`src/rtl/moving_average_decoder_pkg.sv`:
```
// moving_average_decoder_pkg: shared widths, types and saturation for the averaging/decoding path
package moving_average_decoder_pkg;

    localparam int DATA_W_DEF = 8;
    localparam int WIN_N_DEF  = 4;

    function automatic int sum_width(input int data_w, input int win_n);
        return data_w + $clog2(win_n);
    endfunction

    typedef logic signed [DATA_W_DEF-1:0]                            sample_t;
    typedef logic signed [sum_width(DATA_W_DEF, WIN_N_DEF)-1:0]      sum_t;

    typedef enum logic {
        FILLING = 1'b0,
        PRIMED  = 1'b1
    } fill_state_e;

    // Clamp a wide signed value into the signed range of a data_w-bit sample.
    function automatic int saturate(input int d, input int data_w);
        int mx;
        int mn;
        mx = (1 <<< (data_w - 1)) - 1;
        mn = -mx - 1;
        return (d > mx) ? mx : (d < mn) ? mn : d;
    endfunction

endpackage

```
`src/rtl/moving_average_decoder_sample_history_ring.sv`:
```
// sample_history_ring: WIN_N-deep ring of emitted samples, read-before-write with sync clear
module sample_history_ring #(
    parameter int DATA_W = 8,
    parameter int WIN_N  = 4
) (
    input  logic              clk,
    input  logic              rst,
    input  logic              clear_i,
    input  logic              we_i,
    input  logic [DATA_W-1:0] wdata_i,
    output logic [DATA_W-1:0] rdata_o
);

    localparam int PTR_W = $clog2(WIN_N);

    logic [DATA_W-1:0] ring_q [WIN_N];
    logic [DATA_W-1:0] ring_d [WIN_N];
    logic [PTR_W-1:0]  wptr_q;
    logic [PTR_W-1:0]  wptr_d;
    logic [PTR_W-1:0]  base;

    // The slot under the pointer holds x[n-N]; a clear makes the whole history read as zero.
    assign rdata_o = clear_i ? '0 : ring_q[wptr_q];

    // Clear first, then write the new sample at the (possibly restarted) pointer and advance it.
    always_comb begin
        base = clear_i ? '0 : wptr_q;
        for (int i = 0; i < WIN_N; i++) ring_d[i] = clear_i ? '0 : ring_q[i];
        wptr_d = base;
        if (we_i) begin
            ring_d[base] = wdata_i;
            wptr_d       = base + PTR_W'(1);
        end
    end

    // Ring storage and write pointer registers.
    always_ff @(posedge clk) begin
        if (rst) begin
            for (int i = 0; i < WIN_N; i++) ring_q[i] <= '0;
            wptr_q <= '0;
        end else begin
            for (int i = 0; i < WIN_N; i++) ring_q[i] <= ring_d[i];
            wptr_q <= wptr_d;
        end
    end

endmodule

```
`src/rtl/moving_average_decoder.sv`:
```
// moving_average_decoder: rebuilds x[n] = S[n] - S[n-1] + x[n-N] from a window-sum stream
module moving_average_decoder
    import moving_average_decoder_pkg::*;
#(
    parameter int DATA_W = DATA_W_DEF,
    parameter int WIN_N  = WIN_N_DEF
) (
    input  logic                                  system1000,
    input  logic                                  system1000_rst,
    input  logic [sum_width(DATA_W, WIN_N)-1:0]   sum_i,
    input  logic                                  sum_valid_i,
    input  logic                                  clear_i,
    output logic [DATA_W-1:0]                     sample_o,
    output logic                                  sample_valid_o,
    output logic                                  primed_o,
    output logic                                  overflow_o
);

    localparam int SUM_W = sum_width(DATA_W, WIN_N);
    localparam int CNT_W = $clog2(WIN_N) + 1;

    logic signed [SUM_W-1:0]  prev_sum_q, prev_sum_d, prev_eff;
    logic [DATA_W-1:0]        sample_q, sample_d, sat_sample, ring_rd;
    logic                     valid_q, valid_d;
    logic                     overflow_q, overflow_d;
    logic [CNT_W-1:0]         count_q, count_d, count_base;
    fill_state_e              state_q, state_d;
    logic signed [SUM_W+1:0]  d;
    int                       d_ext;
    int                       sat;
    logic                     sat_hit;

    sample_history_ring #(
        .DATA_W (DATA_W),
        .WIN_N  (WIN_N)
    ) u_ring (
        .clk     (system1000),
        .rst     (system1000_rst),
        .clear_i (clear_i),
        .we_i    (sum_valid_i),
        .wdata_i (sat_sample),
        .rdata_o (ring_rd)
    );

    // Difference-plus-history in a widened signed domain, then clamp to the sample range.
    always_comb begin
        prev_eff   = clear_i ? '0 : prev_sum_q;
        d          = (SUM_W+2)'($signed(sum_i)) - (SUM_W+2)'(prev_eff) + (SUM_W+2)'($signed(ring_rd));
        d_ext      = int'(d);
        sat        = saturate(d_ext, DATA_W);
        sat_hit    = sat != d_ext;
        sat_sample = DATA_W'(sat);
    end

    // Next-state: clear restarts history before an accompanying sample is processed; fill FSM tracks priming.
    always_comb begin
        sample_d   = sample_q;
        valid_d    = 1'b0;
        overflow_d = overflow_q;
        prev_sum_d = prev_eff;
        count_base = clear_i ? '0 : count_q;
        count_d    = count_base;
        state_d    = clear_i ? FILLING : state_q;
        if (sum_valid_i) begin
            sample_d   = sat_sample;
            valid_d    = 1'b1;
            overflow_d = overflow_q | sat_hit;
            prev_sum_d = $signed(sum_i);
            count_d    = (count_base == CNT_W'(WIN_N)) ? count_base : count_base + CNT_W'(1);
            state_d    = (state_d == FILLING && count_d == CNT_W'(WIN_N)) ? PRIMED : state_d;
        end
    end

    // State registers; reset overrides every other input.
    always_ff @(posedge system1000) begin
        if (system1000_rst) begin
            prev_sum_q <= '0;
            sample_q   <= '0;
            valid_q    <= 1'b0;
            overflow_q <= 1'b0;
            count_q    <= '0;
            state_q    <= FILLING;
        end else begin
            prev_sum_q <= prev_sum_d;
            sample_q   <= sample_d;
            valid_q    <= valid_d;
            overflow_q <= overflow_d;
            count_q    <= count_d;
            state_q    <= state_d;
        end
    end

    assign sample_o       = sample_q;
    assign sample_valid_o = valid_q;
    assign overflow_o     = overflow_q;
    assign primed_o       = state_q == PRIMED;

endmodule

```
`config.mk`:
```
export PLATFORM = sky130hd
export DESIGN_NAME = moving_average_decoder
export DESIGN_NICKNAME = d
export VERILOG_FILES = /design/src/rtl/moving_average_decoder_pkg.sv /design/src/rtl/moving_average_decoder_sample_history_ring.sv /design/src/rtl/moving_average_decoder.sv
export SDC_FILE = /design/constraint.sdc
export NUM_CORES = 1
export LEC_CHECK = 0
export ABC_CLOCK_PERIOD_IN_PS = 9090
export CORE_UTILIZATION = 50
export DETAILED_ROUTE_END_ITERATION = 16
export PLACE_DENSITY = 0.7
export SETUP_SLACK_MARGIN = 0.5
export SYNTH_ARGS = -nofsm -noshare
export SYNTH_HDL_FRONTEND = slang
export SYNTH_HIERARCHICAL = 1
export SYNTH_SLANG_ARGS = --single-unit
```
`constraint.sdc`:
```
create_clock -name system1000 -period 9.09 [get_ports system1000]
set_input_delay 1.818 -clock system1000 [delete_from_list [all_inputs] [get_ports system1000]]
set_output_delay 1.818 -clock system1000 [all_outputs]
set_load 0.03 [all_outputs]
```
==> impl_metrics.toml, run 1 <==
[run_status]
outcome = "complete, no violations"

[yosys]
ys_warn_count = 6
syn_inst = 446
synth_cell_types = 64
avgSynthCellArea_um2 = 8.67
yosysSeqAreaShare = 0.300
synth-seq-cells = 58
synthFlopType = "dfxtp_1"
yosysTopAreaCell = "dfxtp_1"
synth_area_um2 = 3860
synth_edf_count = 0
syn_nets = 485
synthTopCellsByArea = "dfxtp_1 30%, nand3b_1 6.4%, a21oi_1 5.3%"
async_reset_ff_frac = 0
yosysTopAreaCellShare = 0.300

[clock_tree]
htreeDepth = 3
hold_buffers = 0
clkLatencyLatePin_ns = 0.34
path_clk_slew_ns = 0.06
clock_path_buffers = 2
cts_tree = "built"
cts_setup_buffers = 0
cts_root_buf = "clkbuf_8"
numCtsBuffers = 9
cts_sinks = 58
ctsResizeCount = 0

[floorplanning]
row_count = 31
pin_count = 25
die_h_um = 89.9
core_um2 = 7370
die_x_um = 89.9
fp.dieArea_um2 = 8090
initial_core_util = 0.524

[sta]
finalCritPeriodShare = 0.675
holdWs_ns = 0.484
slew_headroom = 0.328
clock_skew_ns = 0.00676
tns_ns = 0
postLayoutSetupSlackWorst_ns = 2.96
clock.fmax_mhz = 163
setup_viol = 0
drv_slew = 0
rsz0062_at_grt = "no"
hold_viol = 0
tightest_slew_ns = 0.994
finalCriticalPeriod_ns = 6.13

[layout]
antennaDiodeCount = 0
syn2layout_area_growth_pct = 12.2
drive_gt1_frac = 0.111
utilization = 0.589
layout_common_cells = "58 x dfxtp_1, 43 x inv_1, 42 x nand2_1"
layout_commonest_cell = "dfxtp_1"
final_nets = 494

[route]
drcViolationCount = 0
firstDrtPassIters = 4
avgViaCountPerCell = 5.73
vias = 3190
drtIter0Drc = 184
wl_per_cell_um = 16.1
postRouteAntennaNets = 0
drt-total-wl_um = 8950

[global_route]
grt_pass1_wl_um = 14900
antenna_found_initial = 0
grt.total_usage = 0.229
grt_start_max_net_pins = 65
gr-total-overflow = 0
grt_pass1_vias = 3074

[place]
portBuffers = 24
dp_hpwl_um = 6080
gp_congestion = 0.844
post-place-ws_ns = 2.63

[pwr]
p_leak_uw = 0.00170
powerDensity_nw_per_um2 = 200
peakVddDrop_v = 0.0000777
finalPower_uw = 869

[worst_setup_path]
critical-path-max-stage-delay_ns = 0.46
cp_slowest_cell = "buf_4"
cp_data_required_time_ns = 9.36
arrival_ns = 6.40
critical_path.startpoint_type = "input pin"
cp_top_family = "simple AND/OR/NAND/NOR gates"
cp-end-kind = "flop"
critPathKind = "in -> reg"
path_cells = "clkdlybuf4s50_1 > buf_4 > nor2b_1 > inv_1 > fa_1 > inv_1 > ha_1 > and2_1 > a221o_1 > a21oi_2 > nor4bb_1 > a311o_1 > nand2_1 > ha_1 > or3_1 > nand2_1 > nand3_1 > a21oi_1"
crit_fanout = 64
path_buf_inv = 4

[hold_path]
hold_path.class = "reg -> reg"

[run]
cap_violations = 0
stage by stage:
stage	instance area (um^2)	cells
floorplan	3860	446
global placement	4110	543
detailed placement	4110	543
CTS	4340	557
global route	4340	557
finish	4340	557
synth_stat cells (all sizes together) (4+ instances only):
library cell	number
dfxtp	58
inv	45
a21oi	43
nand2	42
nand3b	33
nor2	31
nor2b	21
clkbuf	20
ha	15
mux2i	12
a211oi	10
fa	10
nand3	10
buf	9
o21ai	9
mux4	8
nand2b	8
xnor2	6
nor3	4
worst reg2reg max path, cell delays in order (launching register included):
cell and delay, ns:
dfxtp_1 0.87, mux4_2 0.64, nor2b_1 0.15, inv_1 0.09, fa_1 0.46, fa_1 0.47
nand2b_1 0.19, a21oi_1 0.34, a21oi_1 0.17, nor4bb_1 0.29, a311o_1 0.18, nand2_1 0.06
ha_1 0.34, or3_1 0.44, nand2_1 0.16, nand3_1 0.09, a21oi_1 0.16
flip-flops by register name, summed over array words and instances (netlist names):
| signal | count |
|---|---|
| overflow_o | 1 |
| sample_o | 8 |
| prev_sum_q | 10 |
| primed_o | 1 |
| count_q | 3 |
| sample_valid_o | 1 |
| u_ring/ring_q | 32 |
| u_ring/wptr_q | 2 |
routing by layer:
| layer | vias up | share of wire | global-route usage |
|---|---|---|---|
| li1 | 1558 | - | - |
| met1 | 1540 | 0.44 | 0.298 |
| met2 | 77 | 0.49 | 0.381 |
| met3 | 15 | 0.047 | 0.0338 |
| met4 | 0 | 0.021 | 0.0941 |
| met5 | - | 0 | 0 |
final cells by class:
cell class,instances,area (um^2)
Fill cell,675,3030
Multi-Input combinational cell,314,2410
Sequential cell,58,1160
Timing Repair Buffer,27,253
Inverter,45,169
Clock buffer,12,165
Tap cell,99,124
Clock inverter,2,60.1
power by group:
part	total, uW	switching (uW)	internal (uW)
Sequential	283	11.9	271
Combinational	309	185	124
Clock	277	103	174
Total	869	300	569
logic make-up (layout without fill, tap and decap cells):
kind of cell / after synthesis / after routing / synth area share
AOI/OAI and AO/OA: 90 / 90 / 0.174
xor gates and xnor gates: 9 / 9 / 0.0223
adders and majority gates: 25 / 25 / 0.100
buffers and inverters: 74 / 86 / 0.0787
DFF: 58 / 58 / 0.300
muxes: 20 / 20 / 0.0777
and+or+nand+nor: 170 / 170 / 0.246
path summary, 6_finish.rpt:
| check | from | endpoint | slack (ns) | cells after the start |
|---|---|---|---|---|
| worst min-delay path | u_ring/ring_q[3][1] | u_ring/ring_q[3][1] | 0.48 | 2 |
| worst min register to register | u_ring/ring_q[3][1] | u_ring/ring_q[3][1] | 0.48 | 2 |
| worst max-delay path | clear_i | u_ring/ring_q[0][6] | 2.96 | 18 |
| worst max register to register | u_ring/wptr_q[0] | u_ring/ring_q[0][6] | 3.91 | 16 |
Note: power is estimated with default switching activity, not from simulation.
==> inputs of run 2 (changes only) <==
--- a/config.mk
+++ b/config.mk
@@ -5,7 +5,7 @@
 export SDC_FILE = /design/constraint.sdc
 export NUM_CORES = 1
 export LEC_CHECK = 0
-export ABC_CLOCK_PERIOD_IN_PS = 9090
+export ABC_CLOCK_PERIOD_IN_PS = 5800
 export CORE_UTILIZATION = 50
 export DETAILED_ROUTE_END_ITERATION = 16
 export PLACE_DENSITY = 0.7
==> constraint.sdc (replaced) <==
create_clock -name system1000 -period 5.8 [get_ports system1000]
set_input_delay 1.16 -clock system1000 [delete_from_list [all_inputs] [get_ports system1000]]
set_output_delay 1.16 -clock system1000 [all_outputs]
set_load 0.03 [all_outputs]
==> impl_metrics.toml, run 2 (synthesis gave the netlist of run 1 again) <==
[floorplanning]
die_h_um = 89.9
row_count = 31
die_x_um = 89.9
fp.dieArea_um2 = 8090
pin_count = 25
initial_core_util = 0.524
core_um2 = 7370

[layout]
syn2layout_area_growth_pct = 13.0
drive_gt1_frac = 0.138
final_nets = 500
fillers = 664
layout_commonest_cell = "dfxtp_1"
layout_common_cells = "57 x dfxtp_1, 43 x inv_1, 40 x nand2_1, 40 x a21oi_1, 33 x nand3b_1"
largest_reg_flops = 32
antennaDiodeCount = 0
regMostFlops = "u_ring/ring_q"

[sta]
slew_headroom = 0.364
hold_viol = 0
finalCriticalPeriod_ns = 5.13
clock_skew_ns = 0.0129
rsz0062_at_grt = "yes"
tightest_slew_ns = 0.955
clock.fmax_mhz = 195
holdWs_ns = 0.482
tns_ns = 0
finalCritPeriodShare = 0.885
setup_viol = 0
drv_slew = 0

[clock_tree]
cts_root_buf = "clkbuf_8"
cts_sinks = 58
htreeDepth = 3
path_clk_slew_ns = 0.07
hold_buffers = 0
clkLatencyLatePin_ns = 0.34
clock_path_buffers = 2
numCtsBuffers = 9
cts_tree = "built"

[global_route]
grt_pass1_wl_um = 14800
grt_pass1_vias = 3187
antenna_found_initial = 0
gr-total-overflow = 0
grt.total_usage = 0.230
grt_start_max_net_pins = 59

[pwr]
finalPower_uw = 1290
p_int_uw = 810
p_seq_frac = 0.344
p_leak_uw = 0.00171
peakVddDrop_v = 0.000149
powerDensity_nw_per_um2 = 295
p_switching_uw = 479
swShare = 0.372
combPwrFrac = 0.396
power_frac_clock = 0.259

[place]
gp_congestion = 0.815
dp_hpwl_um = 6100
portBuffers = 24

[route]
vias = 3164
postRouteAntennaNets = 0
drtIter0Drc = 185
firstDrtPassIters = 4
drcViolationCount = 0
wl_per_cell_um = 15.9
avgViaCountPerCell = 5.61
drt-total-wl_um = 8950

[run]
cap_violations = 0

[run_status]
outcome = "complete, no violations"

[worst_setup_path]
cp_data_required_time_ns = 6.08
cp_slowest_cell = "fa_1"
startpoint = "clear_i"
arrival_ns = 5.41
critical-path-max-stage-delay_ns = 0.51
crit_fanout = 36
critical_path.startpoint_type = "input pin"
path_cells = "clkdlybuf4s50_1 > buf_12 > nor2b_1 > inv_1 > fa_1 > inv_1 > ha_1 > and2_1 > a221o_1 > a21oi_2 > nor4bb_2 > a311o_1 > nand2_1 > ha_1 > or3_4 > nand2_2 > nand3_1 > a21oi_2"
critPathKind = "in -> reg"
reg2reg_from = "u_ring/wptr_q[1]"
cp-end-kind = "flop"

[hold_path]
hold_path.class = "reg -> reg"
hold_start = "u_ring/ring_q[1][3]"
run 2: repair_timing:
action / in CTS / in global routing
endpoints found under the setup margin: 0 / 11
buffers inserted: 0 / 0
resized for setup: 0 / 9
endpoints found under the hold margin: 0 / 0
run 2: layout make-up:
class	instances	area (um^2)	area share
inverters	45	169	0.0387
flip-flops and latches	58	1160	0.266
multi-input cells	314	2430	0.557
well taps	99	124	0.0284
clock buffers	12	155	0.0355
clock inverters	3	15.0	0.00344
repair buffers	33	310	0.0710
run 2: worst paths after layout:
kind | endpoint | cells past startpoint | slack, ns
worst max-delay path | u_ring/ring_q[0][6] | 18 | 0.67
worst min-delay path | u_ring/ring_q[1][3] | 2 | 0.48
worst max register to register | u_ring/ring_q[0][6] | 17 | 0.97
worst min register to register | u_ring/ring_q[1][3] | 2 | 0.48
run 2: critical path: cells and delay by family:
family | cells | cell delay [ns]
AND/OR/NAND/NOR | 7 | 1.29
buffers and inverters | 4 | 0.78
AO/OA/AOI/OAI | 4 | 0.95
adder cells (fa/ha/maj) | 3 | 1.21
run 2: through the flow:
stage / instances / utilization / worst slack (ns) / area (um^2)
after floorplan: 446 / - / 0.836 / 3860
after global placement: 549 / 0.565 / 0.403 / 4160
after detailed placement: 549 / 0.565 / 0.251 / 4160
after CTS: 564 / 0.588 / 0.604 / 4330
after global routing: 564 / 0.593 / 0.446 / 4370
final: 564 / 0.593 / 0.669 / 4370
run 2: metal layers:
metal	track usage	vias up	share of wire
met5	0	-	0
met4	0.101	0	0.016
met3	0.0296	12	0.030
met2	0.390	59	0.48
met1	0.292	1530	0.47
li1	-	1563	-
run 2: power groups by stage:
stage / sequential, uW / combinational (uW) / clock (uW)
floorplan: 465 / 352 / 0
global placement: 451 / 489 / 0
detailed placement: 452 / 492 / 0
CTS: 443 / 496 / 341
global route: 447 / 556 / 360
finish: 444 / 510 / 334
